===== config.mk =====
export PLATFORM = sky130hd
export DESIGN_NAME = psg_bus_writer
export DESIGN_NICKNAME = d
export VERILOG_FILES = /design/src/rtl/psg_pkg.sv /design/src/rtl/psg_cmd_fifo.sv /design/src/rtl/psg_bus_writer.sv
export SDC_FILE = /design/constraint.sdc
export NUM_CORES = 1
export LEC_CHECK = 0
export ABC_AREA = 1
export CAP_MARGIN = 30
export CORE_MARGIN = 2
export CORE_UTILIZATION = 45
export CTS_CLUSTER_DIAMETER = 40
export DETAILED_ROUTE_END_ITERATION = 8
export PLACE_DENSITY = 0.64
export SETUP_SLACK_MARGIN = 0.1
export SLEW_MARGIN = 20
export SYNTH_ARGS = -nofsm -noshare
export SYNTH_HDL_FRONTEND = slang
export SYNTH_SLANG_ARGS = --single-unit

===== constraint.sdc =====
create_clock -name CLK100MHZ -period 2.45 [get_ports CLK100MHZ]
set_clock_uncertainty 0.2 [all_clocks]
set_input_delay 0.49 -clock CLK100MHZ [delete_from_list [all_inputs] [get_ports CLK100MHZ]]
set_output_delay 0.49 -clock CLK100MHZ [all_outputs]
set_load 0.01 [all_outputs]

===== src/rtl/psg_pkg.sv =====
// Shared types and defaults for the PSG bus writer and its command FIFO.
package psg_pkg;
  typedef enum logic [2:0] {IDLE, SETUP, STROBE, WAIT_HI, RECOVER} psg_wr_state_e;
  localparam int PSG_DIV_DEFAULT     = 28;
  localparam int PSG_TIMEOUT_DEFAULT = 64;
endpackage


===== src/rtl/psg_cmd_fifo.sv =====
// Synchronous command FIFO with an occupancy count; full/empty derive from the registered count.
module psg_cmd_fifo #(
  parameter int WIDTH = 8,
  parameter int DEPTH = 8
) (
  input  logic                     clk_i,
  input  logic                     rst_ni,
  input  logic                     push_i,
  input  logic [WIDTH-1:0]         data_i,
  input  logic                     pop_i,
  output logic [WIDTH-1:0]         head_o,
  output logic                     full_o,
  output logic                     empty_o,
  output logic [$clog2(DEPTH):0]   count_o
);
  localparam int AW = $clog2(DEPTH);
  localparam int CW = AW + 1;

  logic [WIDTH-1:0] mem_q [DEPTH];
  logic [AW-1:0]    wr_ptr_q, wr_ptr_d;
  logic [AW-1:0]    rd_ptr_q, rd_ptr_d;
  logic [CW-1:0]    count_q, count_d;

  // Storage is not reset; only pointers and count define what is valid.
  always_ff @(posedge clk_i) begin
    if (push_i) mem_q[wr_ptr_q] <= data_i;
  end

  always_comb begin
    wr_ptr_d = wr_ptr_q;
    rd_ptr_d = rd_ptr_q;
    count_d  = count_q;
    if (push_i) wr_ptr_d = wr_ptr_q + AW'(1);
    if (pop_i)  rd_ptr_d = rd_ptr_q + AW'(1);
    unique case ({push_i, pop_i})
      2'b10:   count_d = count_q + CW'(1);
      2'b01:   count_d = count_q - CW'(1);
      default: count_d = count_q;
    endcase
  end

  always_ff @(posedge clk_i or negedge rst_ni) begin
    if (!rst_ni) begin
      wr_ptr_q <= '0;
      rd_ptr_q <= '0;
      count_q  <= '0;
    end else begin
      wr_ptr_q <= wr_ptr_d;
      rd_ptr_q <= rd_ptr_d;
      count_q  <= count_d;
    end
  end

  assign head_o  = mem_q[rd_ptr_q];
  assign full_o  = (count_q == CW'(DEPTH));
  assign empty_o = (count_q == '0);
  assign count_o = count_q;
endmodule


===== src/rtl/psg_bus_writer.sv =====
// Drains buffered PSG command bytes through the nCE/nWE/D write handshake, paced by the
// divided PSG clock and the synchronised READY line.
module psg_bus_writer
  import psg_pkg::*;
#(
  parameter int PSG_DIV    = PSG_DIV_DEFAULT,
  parameter int FIFO_DEPTH = 8,
  parameter int TIMEOUT    = PSG_TIMEOUT_DEFAULT
) (
  input  logic                          CLK100MHZ,
  input  logic                          CPU_RESETN,
  input  logic [7:0]                    wr_data,
  input  logic                          wr_valid,
  output logic                          wr_ready,
  output logic                          psg_clk,
  output logic                          psg_nCE,
  output logic                          psg_nWE,
  output logic [7:0]                    psg_D,
  input  logic                          psg_READY,
  output logic                          busy,
  output logic                          err_timeout,
  output logic [$clog2(FIFO_DEPTH):0]   fifo_count
);
  localparam int DIV_W  = $clog2(PSG_DIV);
  localparam int TCNT_W = $clog2(TIMEOUT + 1);

  logic [DIV_W-1:0]  div_q, div_d;
  logic              psg_clk_q, psg_clk_d;
  logic              rdy_meta_q, rdy_s_q;
  psg_wr_state_e     state_q, state_d;
  logic [TCNT_W-1:0] tcnt_q, tcnt_d;
  logic              strobe_q, strobe_d;
  logic [7:0]        d_q, d_d;
  logic              err_q, err_d;
  logic              tick, pop, push, fifo_full, fifo_empty;
  logic [7:0]        fifo_head;

  assign tick     = psg_clk_q;
  assign push     = wr_valid & ~fifo_full;
  assign wr_ready = ~fifo_full;

  psg_cmd_fifo #(.WIDTH(8), .DEPTH(FIFO_DEPTH)) u_fifo (
    .clk_i   (CLK100MHZ),
    .rst_ni  (CPU_RESETN),
    .push_i  (push),
    .data_i  (wr_data),
    .pop_i   (pop),
    .head_o  (fifo_head),
    .full_o  (fifo_full),
    .empty_o (fifo_empty),
    .count_o (fifo_count)
  );

  always_comb begin
    div_d     = (div_q == DIV_W'(PSG_DIV - 1)) ? '0 : div_q + DIV_W'(1);
    psg_clk_d = (div_q == DIV_W'(PSG_DIV - 1));
  end

  always_comb begin
    state_d = state_q;
    tcnt_d  = tcnt_q;
    d_d     = d_q;
    err_d   = err_q;
    pop     = 1'b0;
    if (tick && tcnt_q != TCNT_W'(TIMEOUT)) tcnt_d = tcnt_q + TCNT_W'(1);
    if (tick) begin
      unique case (state_q)
        IDLE: begin
          if (!fifo_empty) begin
            pop     = 1'b1;
            d_d     = fifo_head;
            state_d = SETUP;
          end
        end
        SETUP:   state_d = STROBE;
        STROBE: begin
          if (!rdy_s_q) begin
            state_d = WAIT_HI;
          end else if (tcnt_q == TCNT_W'(TIMEOUT - 1)) begin
            err_d   = 1'b1;
            state_d = RECOVER;
          end
        end
        WAIT_HI: begin
          if (rdy_s_q) begin
            state_d = RECOVER;
          end else if (tcnt_q == TCNT_W'(TIMEOUT - 1)) begin
            err_d   = 1'b1;
            state_d = RECOVER;
          end
        end
        RECOVER: state_d = IDLE;
        default: state_d = IDLE;
      endcase
    end
    if (state_d != state_q) tcnt_d = '0;
    // Strobe is registered from the next state so nCE/nWE never glitch on decode.
    strobe_d = (state_d == STROBE) || (state_d == WAIT_HI);
  end

  always_ff @(posedge CLK100MHZ or negedge CPU_RESETN) begin
    if (!CPU_RESETN) begin
      div_q      <= '0;
      psg_clk_q  <= 1'b0;
      rdy_meta_q <= 1'b1;
      rdy_s_q    <= 1'b1;
      state_q    <= IDLE;
      tcnt_q     <= '0;
      strobe_q   <= 1'b0;
      d_q        <= '0;
      err_q      <= 1'b0;
    end else begin
      div_q      <= div_d;
      psg_clk_q  <= psg_clk_d;
      rdy_meta_q <= psg_READY;
      rdy_s_q    <= rdy_meta_q;
      state_q    <= state_d;
      tcnt_q     <= tcnt_d;
      strobe_q   <= strobe_d;
      d_q        <= d_d;
      err_q      <= err_d;
    end
  end

  assign psg_clk     = psg_clk_q;
  assign psg_nCE     = ~strobe_q;
  assign psg_nWE     = ~strobe_q;
  assign psg_D       = d_q;
  assign err_timeout = err_q;
  assign busy        = (state_q != IDLE) || (fifo_count != '0);
endmodule

# Yosys cells after proc, flatten, opt, wreduce, memory -nomap -nowiden
# Memories as Yosys holds them, arrays and structs flattened. A register that Yosys moved wholly into a read port is not among the register bits.
# Cells that the tools add are included.
dict set report classes {
  addsub 6
  multipliers 0
  div 0
  magnitude_cmp 0
  n_eq_ne 14
  n_shift 0
  muxes 19
  bitwise 4
  reduce_logical 13
}
# operator n
set op_table {}
lappend op_table {{$mux 3} 5}
lappend op_table {{$mux 7} 2}
lappend op_table {{$eq 3x2->1 const B} 4}
lappend op_table {{$pmux 3 s4} 1}
lappend op_table {{$mux 1} 8}
lappend op_table {{$pmux 4 s2} 1}
lappend op_table {{$add 7x1->7 const B} 1}
lappend op_table {{$eq 7x6->1 const B} 1}
lappend op_table {{$ne 7x7->1 const B} 1}
lappend op_table {{$add 3x1->3 const B} 2}
lappend op_table {{$reduce_bool 2->1} 3}
lappend op_table {{$add 5x1->5 const B} 1}
lappend op_table {{$eq 5x5->1 const B} 1}
lappend op_table {{$mux 5} 1}
lappend op_table {{$add 4x1->4 const B} 1}
lappend op_table {{$eq 4x4->1 const B} 1}
lappend op_table {{$logic_not 4->1} 1}
lappend op_table {{$ne 2x2->1 const B} 2}
lappend op_table {{$reduce_and 4->1} 1}
lappend op_table {{$reduce_bool 4->1} 1}
lappend op_table {{$sub 4x1->4 const B} 1}
lappend op_table {{$eq 3x1->1 const B} 1}
lappend op_table {{$logic_not 3->1} 1}
lappend op_table {{$ne 3x3->1} 1}
lappend op_table {{other kinds (10)} 13}
dict set report totals {
  register_bits 30
  latchBits 0
  ram_bits 64
  rom_bits 0
  input_bits 12
  wordCells 68
  n_memories 1
}
# name words word_bits rd rd_clocked_by_memory_dff wr line_no
set memory_table {}
lappend memory_table {u_fifo.mem_q 8 8 1 1 1 psg_cmd_fifo.sv:19} ;# logic [WIDTH-1:0] mem_q [DEPTH];

# Longest topological paths before layout
# Gate-level depths: netlist (run 1).
dict set report depth {
  word_depth 7
  mapped_depth 11
  ltp_nobuf 10
}

# Hierarchy
# A second synthesis (run 1) with hierarchy kept.
dict set report hier_totals {
  cells_unflattened 420
  area_unflattened_um2 4435.5
}
# module n_inst cells_each area_each_um2
set modules_own_cells {}
lappend modules_own_cells {psg_cmd_fifo 1 256 3039.2}
lappend modules_own_cells {psg_bus_writer 1 164 1396.3}

# Least setup slack after synthesis (run 1)
# No wires, ideal clock.
dict set report synth_timing {
  path_kind {register -> register}
  startpoint {register u_fifo.count_q[1] (netlist: u_fifo.count_o[1])}
  endpoint {register u_fifo.count_q[3] (netlist: u_fifo.count_o[3])}
  setup_time_ps 125
  arrival_ps 2158
  required_time_ps 2125
  path_slack_ps -32
  path_stages_with_launch 12
  cell_sequence {dfrtp_1 nor2_1 nand2_1 nand2_4 nor2_4 buf_6 ha_1 ha_1 a21oi_1 o21ai_0 xor2_1 mux2_2}
}
dict set report synth_between {
  elab_chain_cells 6
  elab_cells_between_ends 13
  classes_between {add/sub: 2; eq/ne: 3; mux: 4; bitwise: 2; reduce/logical: 2}
}
# element line_no
set synth_lines {}
lappend synth_lines {{start: declaration} psg_cmd_fifo.sv:22} ;# logic [CW-1:0] count_q, count_d;
lappend synth_lines {{start signal: assignment} psg_cmd_fifo.sv:50} ;# count_q <= count_d;
lappend synth_lines {{$logic_not 4->1 (*)} psg_cmd_fifo.sv:56} ;# assign empty_o = (count_q == '0);
lappend synth_lines {{$mux 1 (*)} psg_bus_writer.sv:69} ;# if (!fifo_empty) begin
lappend synth_lines {{$mux 1 (*)} psg_bus_writer.sv:67} ;# unique case (state_q)
lappend synth_lines {{$mux 1 (*)} psg_bus_writer.sv:66} ;# if (tick) begin
lappend synth_lines {{named net pop} psg_bus_writer.sv:35} ;# logic tick, pop, push, fifo_full, fifo_empty;
lappend synth_lines {{$eq 2x1->1 or $eq 2x2->1 (tied branches)} psg_cmd_fifo.sv:35} ;# unique case ({push_i, pop_i})
lappend synth_lines {{$pmux 4 s2 or $reduce_bool 2->1 (tied branches)} -}
# The timed path passes the listed nets; every way through them passes the cells marked *.
# A chain may end at the register's enable or synchronous reset.

# Final worst setup path (run 1)
dict set report layout_timing {
  startpoint {register state_q[1]}
  endpoint {output port busy}
}
dict set report layout_between {
  elab_chain_cells 2
}
# element line_no
set layout_lines {}
lappend layout_lines {{start: declaration} psg_bus_writer.sv:30} ;# psg_wr_state_e state_q, state_d;
lappend layout_lines {{start signal: assignment} psg_bus_writer.sv:117} ;# state_q <= state_d;
lappend layout_lines {{$reduce_bool 3->1} psg_bus_writer.sv:130} ;# assign busy = (state_q != IDLE) || (fifo_count != '0);
lappend layout_lines {{$logic_or 1x1->1} psg_bus_writer.sv:130}
lappend layout_lines {{end: declaration} psg_bus_writer.sv:20} ;# output logic busy,
# No other way between the ends.

==> metrics.txt, run 1 <==
final hold violations=0; clock buffer depth=2; Reg area=2880 sq um; Post-synth EDFFs=between 60 and 70; Std-Cell Rows=36; most instantiated library cell after synthesis=edfxtp_1; Root Driver=clkbuf_8; biggest area consumer among synthesized cells=edfxtp_1; Syn Area/Cell=between 10 and 15 sq um; grt total ovfl=0; fill count=848; Mapped Cells=376; CTS clk-pin slew, worst paths=110 ps; minimum clock period=2239 ps; Post-synth top cells=edfxtp_1 (64), nor2_1 (59), dfrtp_1 (36); share of layout cells above drive strength 1=18.46%; post-synthesis async set-or-reset flop share=37.25%; Flop pwr share=between 40% and 50%; reg-to-reg startpoint=state_q[1]; Final Cycle Share=between 90 and 100%; FF+latch count, synth=102; first drt pass iteration count=4; HP Class=reg2reg; critical path's largest stage delay=~440 ps; RR Endpoint=u_fifo.count_o[3]; Final GP Congestion=0.8202; Fin Setup TNS=0 ps; Initial Util=45.55%; area occupied by multi-input gates=roughly 1400 sq um; P per Cell Area=a little under 900 nW/um^2; core area=9639 sq um; worst skew pair latency=380 ps; critical path buffer and inverter count=2; Netlist cell types=37; total nets after synthesis=397; TritonCTS clock tree=done; crit-path leading delay family=flip-flops; max_cap viols=0; worst hold margin=between 150 and 200 ps; Synth Warn #=0; setup slack, reg-to-reg=230 ps; initial antenna violation count=0; Sw Share=33.67%; Peak VDD IR=365.2 uV; placed cells=540; first-pass GRT wire length=13.78 mm; Clock Sinks=102; Yosys top cell area share=43.77%; hold depth=0; Clock Power Share=23.4%; average wire per cell in the routed design=15.01 um; combinational power share=27.1%; Inserted Clock Buffers=9; Worst EP arrival=~1600 ps; routed via count=2,818; critical path class=reg2out; die extent in x=102.8 um; CP max FO=3; crit path launch type=flop; Netlist Area Pre-Place=4390 sq um; number of global-route vias before repair=2,702; final setup fails=0; f_max=around 450 MHz; Detail Placement HPWL=approximately 5.7 mm; CP max-delay cell=dfrtp_1; Net Sw Power=between 1.5 and 2 mW; die area=between 10,000 and 15,000 sq um; RSZ-0062 raised after global routing=false; largest net degree at the start of global routing=39; number of DRC markers in iteration 0=132; outcome=complete, no violations; total track usage=17.64%; Pleak=between 1.5 and 2 nW; hold worst-path end=rdy_s_q; Slew @ Worst Pin=597.4 ps; P&R area growth vs syn=17.55%; Total Wirelength=approximately 8.4 mm; top cells by area, synth=edfxtp_1 (44%), dfrtp_1 (21%), nor2_1 (5.0%); CP Cell Sequence=nor3_4, buf_4, nand3_1, dlygate4sd2_1; post-route non-filler standard cell count=561; Post-DRT Antenna Nets=0; Int Power=3.046 mW; max-slew violation count=0; port buffer count=29; Vert. Die Dim=a little over 100 um; # diodes=0; Critical Path End Type=primary output; DRC viols=0; Avg Vias per Cell=5.023; FF-to-FF path depth=9; Clock H-tree levels=3; I/O pins=30; sequential area share after synthesis=65.49%; Slew headroom=60.17%; nets@finish=444; WP data required=1760 ps; Main synth FF type=edfxtp_1; worst hold start=rdy_meta_q
-- layout make-up --
class                   instances  share of cell area, %
clock buffers                   9                  2.400
inverters                      25                  1.818
well taps                     133                  3.224
repair buffers                 48                  8.364
multi-input cells             237                  26.62
clock inverters                 7                  1.770
flip-flops and latches        102                  55.81
-- power by group through the flow --
stage | clock, mW | combinational (mW) | sequential [mW]
6_report | 1.07 | 1.24 | 2.27
5_1_grt | 1.16 | 1.42 | 2.30
4_1_cts | 1.09 | 1.21 | 2.28
3_5_place_dp | 0 | 1.21 | 2.32
3_3_place_gp | 0 | 1.18 | 2.31
2_1_floorplan | 0 | 0.697 | 2.33
-- cell usage in the layout, fill, tap and decap left out, types with 4 or more instances in the layout --
cell and instances:
xor2_1 9, o21ai_0 35, ha_1 6, nand3_2 6
o21ai_1 31, nand2_1 27, a21oi_1 5, clkdlybuf4s50_1 26
buf_4 18, nor2_2 10, edfxtp_1 64, dfrtp_1 32
inv_1 17, o22ai_1 16, inv_2 7, clkbuf_8 9
clkinv_8 4, dfrtp_2 4, xnor2_1 4, nand2_2 5
nand3_1 6, nor2_1 58
-- sequential cells by signal, indices dropped and copies added (netlist names) --
| register | flops |
|---|---|
| u_fifo.count_o | 4 |
| err_timeout | 1 |
| psg_D | 8 |
| tcnt_q | 7 |
| state_q | 3 |
| psg_clk | 1 |
| rdy_s_q | 1 |
| u_fifo.mem_q | 64 |
| strobe_q | 1 |
| rdy_meta_q | 1 |
| div_q | 5 |
| u_fifo.wr_ptr_q | 3 |
| u_fifo.rd_ptr_q | 3 |
-- worst max-delay path by stage --
| stage | slack [ps] | from | cells after the start | endpoint |
|---|---|---|---|---|
| after floorplan | 120 | state_q[1] | 10 | u_fifo.count_o[3] |
| after global placement | 60 | wr_valid | 8 | u_fifo.count_o[3] |
| after detailed placement | 20 | wr_valid | 8 | u_fifo.count_o[3] |
| after CTS | 110 | state_q[2] | 9 | u_fifo.count_o[3] |
| after global routing | 90 | state_q[1] | 9 | u_fifo.count_o[3] |
| final | 210 | state_q[1] | 4 | busy |
-- cells by family after synthesis --
family | Yosys count | synth area share (%)
mux | 2 | 0.4845
simple gates | 123 | 13.88
buf+inv | 37 | 3.847
flops | 102 | 65.49
fa+ha+maj | 9 | 2.736
xor+xnor | 13 | 2.593
compound gates | 90 | 10.97
-- worst reg2reg max path, cell delays in order, from the launching register on --
cell and delay, ps:
dfrtp_1 440, nor3_4 260, nand2_4 90, nor2_4 120, ha_4 170, ha_4 200, a21oi_1 110, o21ai_0 110
xor2_1 150, mux2_2 260
-- stage by stage --
stage / setup slack (ps) / area, sq um / total power [mW] / util, %
detailed placement: 16.20 / 4892 / 3.523 / 50.75
global route: 92.36 / 5161 / 4.881 / 53.54
floorplan: 118.2 / 4413 / 3.023 / -
global placement: 55.35 / 4892 / 3.483 / 50.75
finish: 210.8 / 5161 / 4.591 / 53.54
CTS: 108.9 / 5119 / 4.581 / 53.10
-- per-layer routing --
layer  wire length [um]  vias up  track usage, %
met5                  0        -               0
met4                154        0           7.591
met3                327       12           2.847
met2               3867       61           27.80
met1               4074     1346           24.43
li1                   -     1399               -
-- timing repair --
item                                   in CTS  in global routing
pin swaps                                   1                  2
setup endpoints to repair                   2                  4
endpoints found under the hold margin      36                  0
hold buffers                                1                  0
setup buffers                               0                  4
gates resized for setup                     3                  2
cloned                                      0                  0
(Power assumes the default switching activity.)
==> run 2: changes to the inputs <==
==> constraint.sdc (replaced) <==
create_clock -name CLK100MHZ -period 2.45 [get_ports CLK100MHZ]
set_clock_uncertainty 0.2 [all_clocks]
set_input_delay 0.245 -clock CLK100MHZ [delete_from_list [all_inputs] [get_ports CLK100MHZ]]
set_output_delay 0.245 -clock CLK100MHZ [all_outputs]
set_load 0.005 [all_outputs]
==> run 2 against run 1 <==
- register-to-register slack about the same
- maximum frequency is 0.73% higher
- sequential share of layout area is 0.29 points higher
- total power decreased by 2.9%
- non-clock buffer count decreased by 2
- cell count shrank 0.36%
- design area down 0.65%
- highest routed layer unchanged
- routed wire length up 5.7%
- combinational power is 4% lower
==> metrics.txt, run 2 (same netlist as run 1, synthesis figures left out) <==
outcome=complete, no violations; minimum clock period=2223 ps (-16.24 ps); routed via count=2,900 (+2.9%); Setup Buffers After CTS=0 (unchanged); commonest non-fill, non-tap cell in the layout=edfxtp_1; share of layout cells above drive strength 1=17.37% (-1.1 points); most frequent cells in the layout=edfxtp_1 (64), nor2_1 (58), dfrtp_1 (35), o21ai_0 (34), o21ai_1 (32); die area=10,560 sq um (unchanged); Std-Cell Rows=36 (unchanged); reg-to-reg startpoint=state_q[1]; Final Cycle Share=90.74% (-0.66 points); I/O pins=30 (unchanged); Post-DRT Antenna Nets=0 (unchanged); Top reg by flops=u_fifo.mem_q; Core Util, Final=53.19% (-0.35 points); Slew headroom=61.34% (+1.2 points); port buffer count=29 (unchanged); final hold violations=0 (unchanged); Clock Sinks=102 (unchanged); Final Total Pwr=4.459 mW (-2.9%); Fin Setup TNS=0 ps (unchanged); P per Cell Area=869.6 nW/um^2 (-2.3%); total track usage=18.36% (+0.73 points); max_cap viols=0 (unchanged); first-pass GRT wire length=14.26 mm (+3.5%); largest net degree at the start of global routing=39 (unchanged); Sw Share=32.77% (-0.89 points); critical path class=reg2reg; HP Class=in2reg; worst hold start=psg_READY; Pleak=1.879 nW (-0.40%); nets@finish=442 (-0.45%); die extent in x=102.8 um (unchanged); combinational power share=26.8% (-0.3 points); Inserted Clock Buffers=9 (unchanged); RSZ-0062 raised after global routing=false; crit path from=state_q[1]; FF-to-FF path depth=9 (unchanged); crit path launch type=flop; RR Endpoint=u_fifo.count_o[3]; hold depth=1 (+1); Area after DPL=4897 sq um (+0.10%); core area=9639 sq um (unchanged); WP data required=2520 ps (+760 ps); grt total ovfl=0 (unchanged); clock buffer depth=2 (unchanged); setup slack, reg-to-reg=230 ps (about the same); CP max FO=4 (+1); Total Wirelength=8.906 mm (+5.7%); # diodes=0 (unchanged); DRC viols=0 (unchanged); Design Area, Final=5127 sq um (-0.65%); final setup fails=0 (unchanged); f_max=449.8 MHz (+0.73%); worst skew pair latency=380 ps (about the same); Vert. Die Dim=102.8 um (unchanged); Slew @ Worst Pin=579.1 ps (-18.28 ps); Root Driver=clkbuf_8; Flop pwr share=51.1% (+1.6 points); Detail Placement HPWL=5.881 mm (+3.3%); Clock H-tree levels=3 (unchanged); number of global-route vias before repair=2,849 (+5.4%); P&R area growth vs syn=16.79%; initial antenna violation count=0 (unchanged); Peak VDD IR=416.5 uV (+14%); Clock Power Share=22.1% (-1.3 points); Int Power=2.997 mW (-1.6%); first drt pass iteration count=5 (+1); number of DRC markers in iteration 0=173 (+31%); TritonCTS clock tree=done; max-slew violation count=0 (unchanged); hold worst-path end=rdy_meta_q; Initial Util=45.55% (unchanged); Avg Vias per Cell=5.188 (+3.3%); max FFs per register=64 (unchanged); Worst EP arrival=2290 ps (+740 ps); Net Sw Power=1.461 mW (-5.5%); CTS clk-pin slew, worst paths=90 ps (-20 ps); Final GP Congestion=0.9029 (+10%); average wire per cell in the routed design=15.93 um (+6.1%); Critical Path End Type=flop
==> run 2: cell count changes in the layout (fill, tap and decap cells not counted), sizes merged <==
cell / change
clkdlybuf4s50: +2
clkinv: -2
dlygate4sd2: -1
buf: -2
dlymetal6s2s: -1
inv: +2
==> run 2: power groups by stage <==
| stage | logic (mW) | registers (mW) | clock network, mW |
|---|---|---|---|
| finish | 1.19 | 2.28 | 0.984 |
| global route | 1.34 | 2.31 | 1.08 |
| CTS | 1.19 | 2.28 | 1.01 |
| detailed placement | 1.18 | 2.32 | 0 |
| global placement | 1.16 | 2.31 | 0 |
| floorplan | 0.695 | 2.29 | 0 |
==> run 2: worst max-delay path, stage by stage, from the launching register on <==
cell and delay (ps):
dfrtp_1 440, nor3_4 260, nand2_4 80, nor2_4 120, ha_4 180, ha_4 210
a21oi_1 110, o21ai_1 100, xor2_1 150, mux2_2 260
==> run 2: worst max path at each step <==
| stage | endpoint | slack, ps |
|---|---|---|
| 3_3_place_gp | u_fifo.count_o[3] | 220 |
| 3_5_place_dp | u_fifo.count_o[3] | 170 |
| 5_1_grt | u_fifo.count_o[3] | 100 |
| 4_1_cts | u_fifo.count_o[3] | 160 |
| 2_1_floorplan | u_fifo.count_o[3] | 120 |
| 6_report | u_fifo.count_o[3] | 230 |
==> run 2: metrics by stage <==
| step | hold slack [ps] | setup slack [ps] | instances |
|---|---|---|---|
| 2_1_floorplan | -250.6 | 118.2 | 376 |
| 3_3_place_gp | 148.0 | 222.3 | 541 |
| 3_5_place_dp | 149.9 | 171.1 | 541 |
| 4_1_cts | 63.38 | 158.2 | 558 |
| 5_1_grt | 64.96 | 102.9 | 559 |
| 6_report | 74.75 | 227.0 | 559 |
==> run 2: layout make-up <==
cell class	instances	area, sq um
well taps	133	166.4
clock inverters	7	55.05
flip-flops and latches	102	2877
clock buffers	9	123.9
multi-input cells	237	1376
repair buffers	46	435.4
fillers	853	4512
inverters	25	93.84
==> run 2: what timing repair did <==
action | CTS | global route
hold endpoints to repair | 36 | 0
hold buffers | 1 | 0
setup endpoints to repair | 0 | 1
gates resized for setup | 0 | 4
==> run 2: layer usage <==
layer	vias up	global-route usage, %	routed length (um)
met5	-	0	0
met4	0	8.907	219
met3	17	4.271	368
met2	65	28.41	4142
met1	1422	24.60	4175
li1	1396	-	-
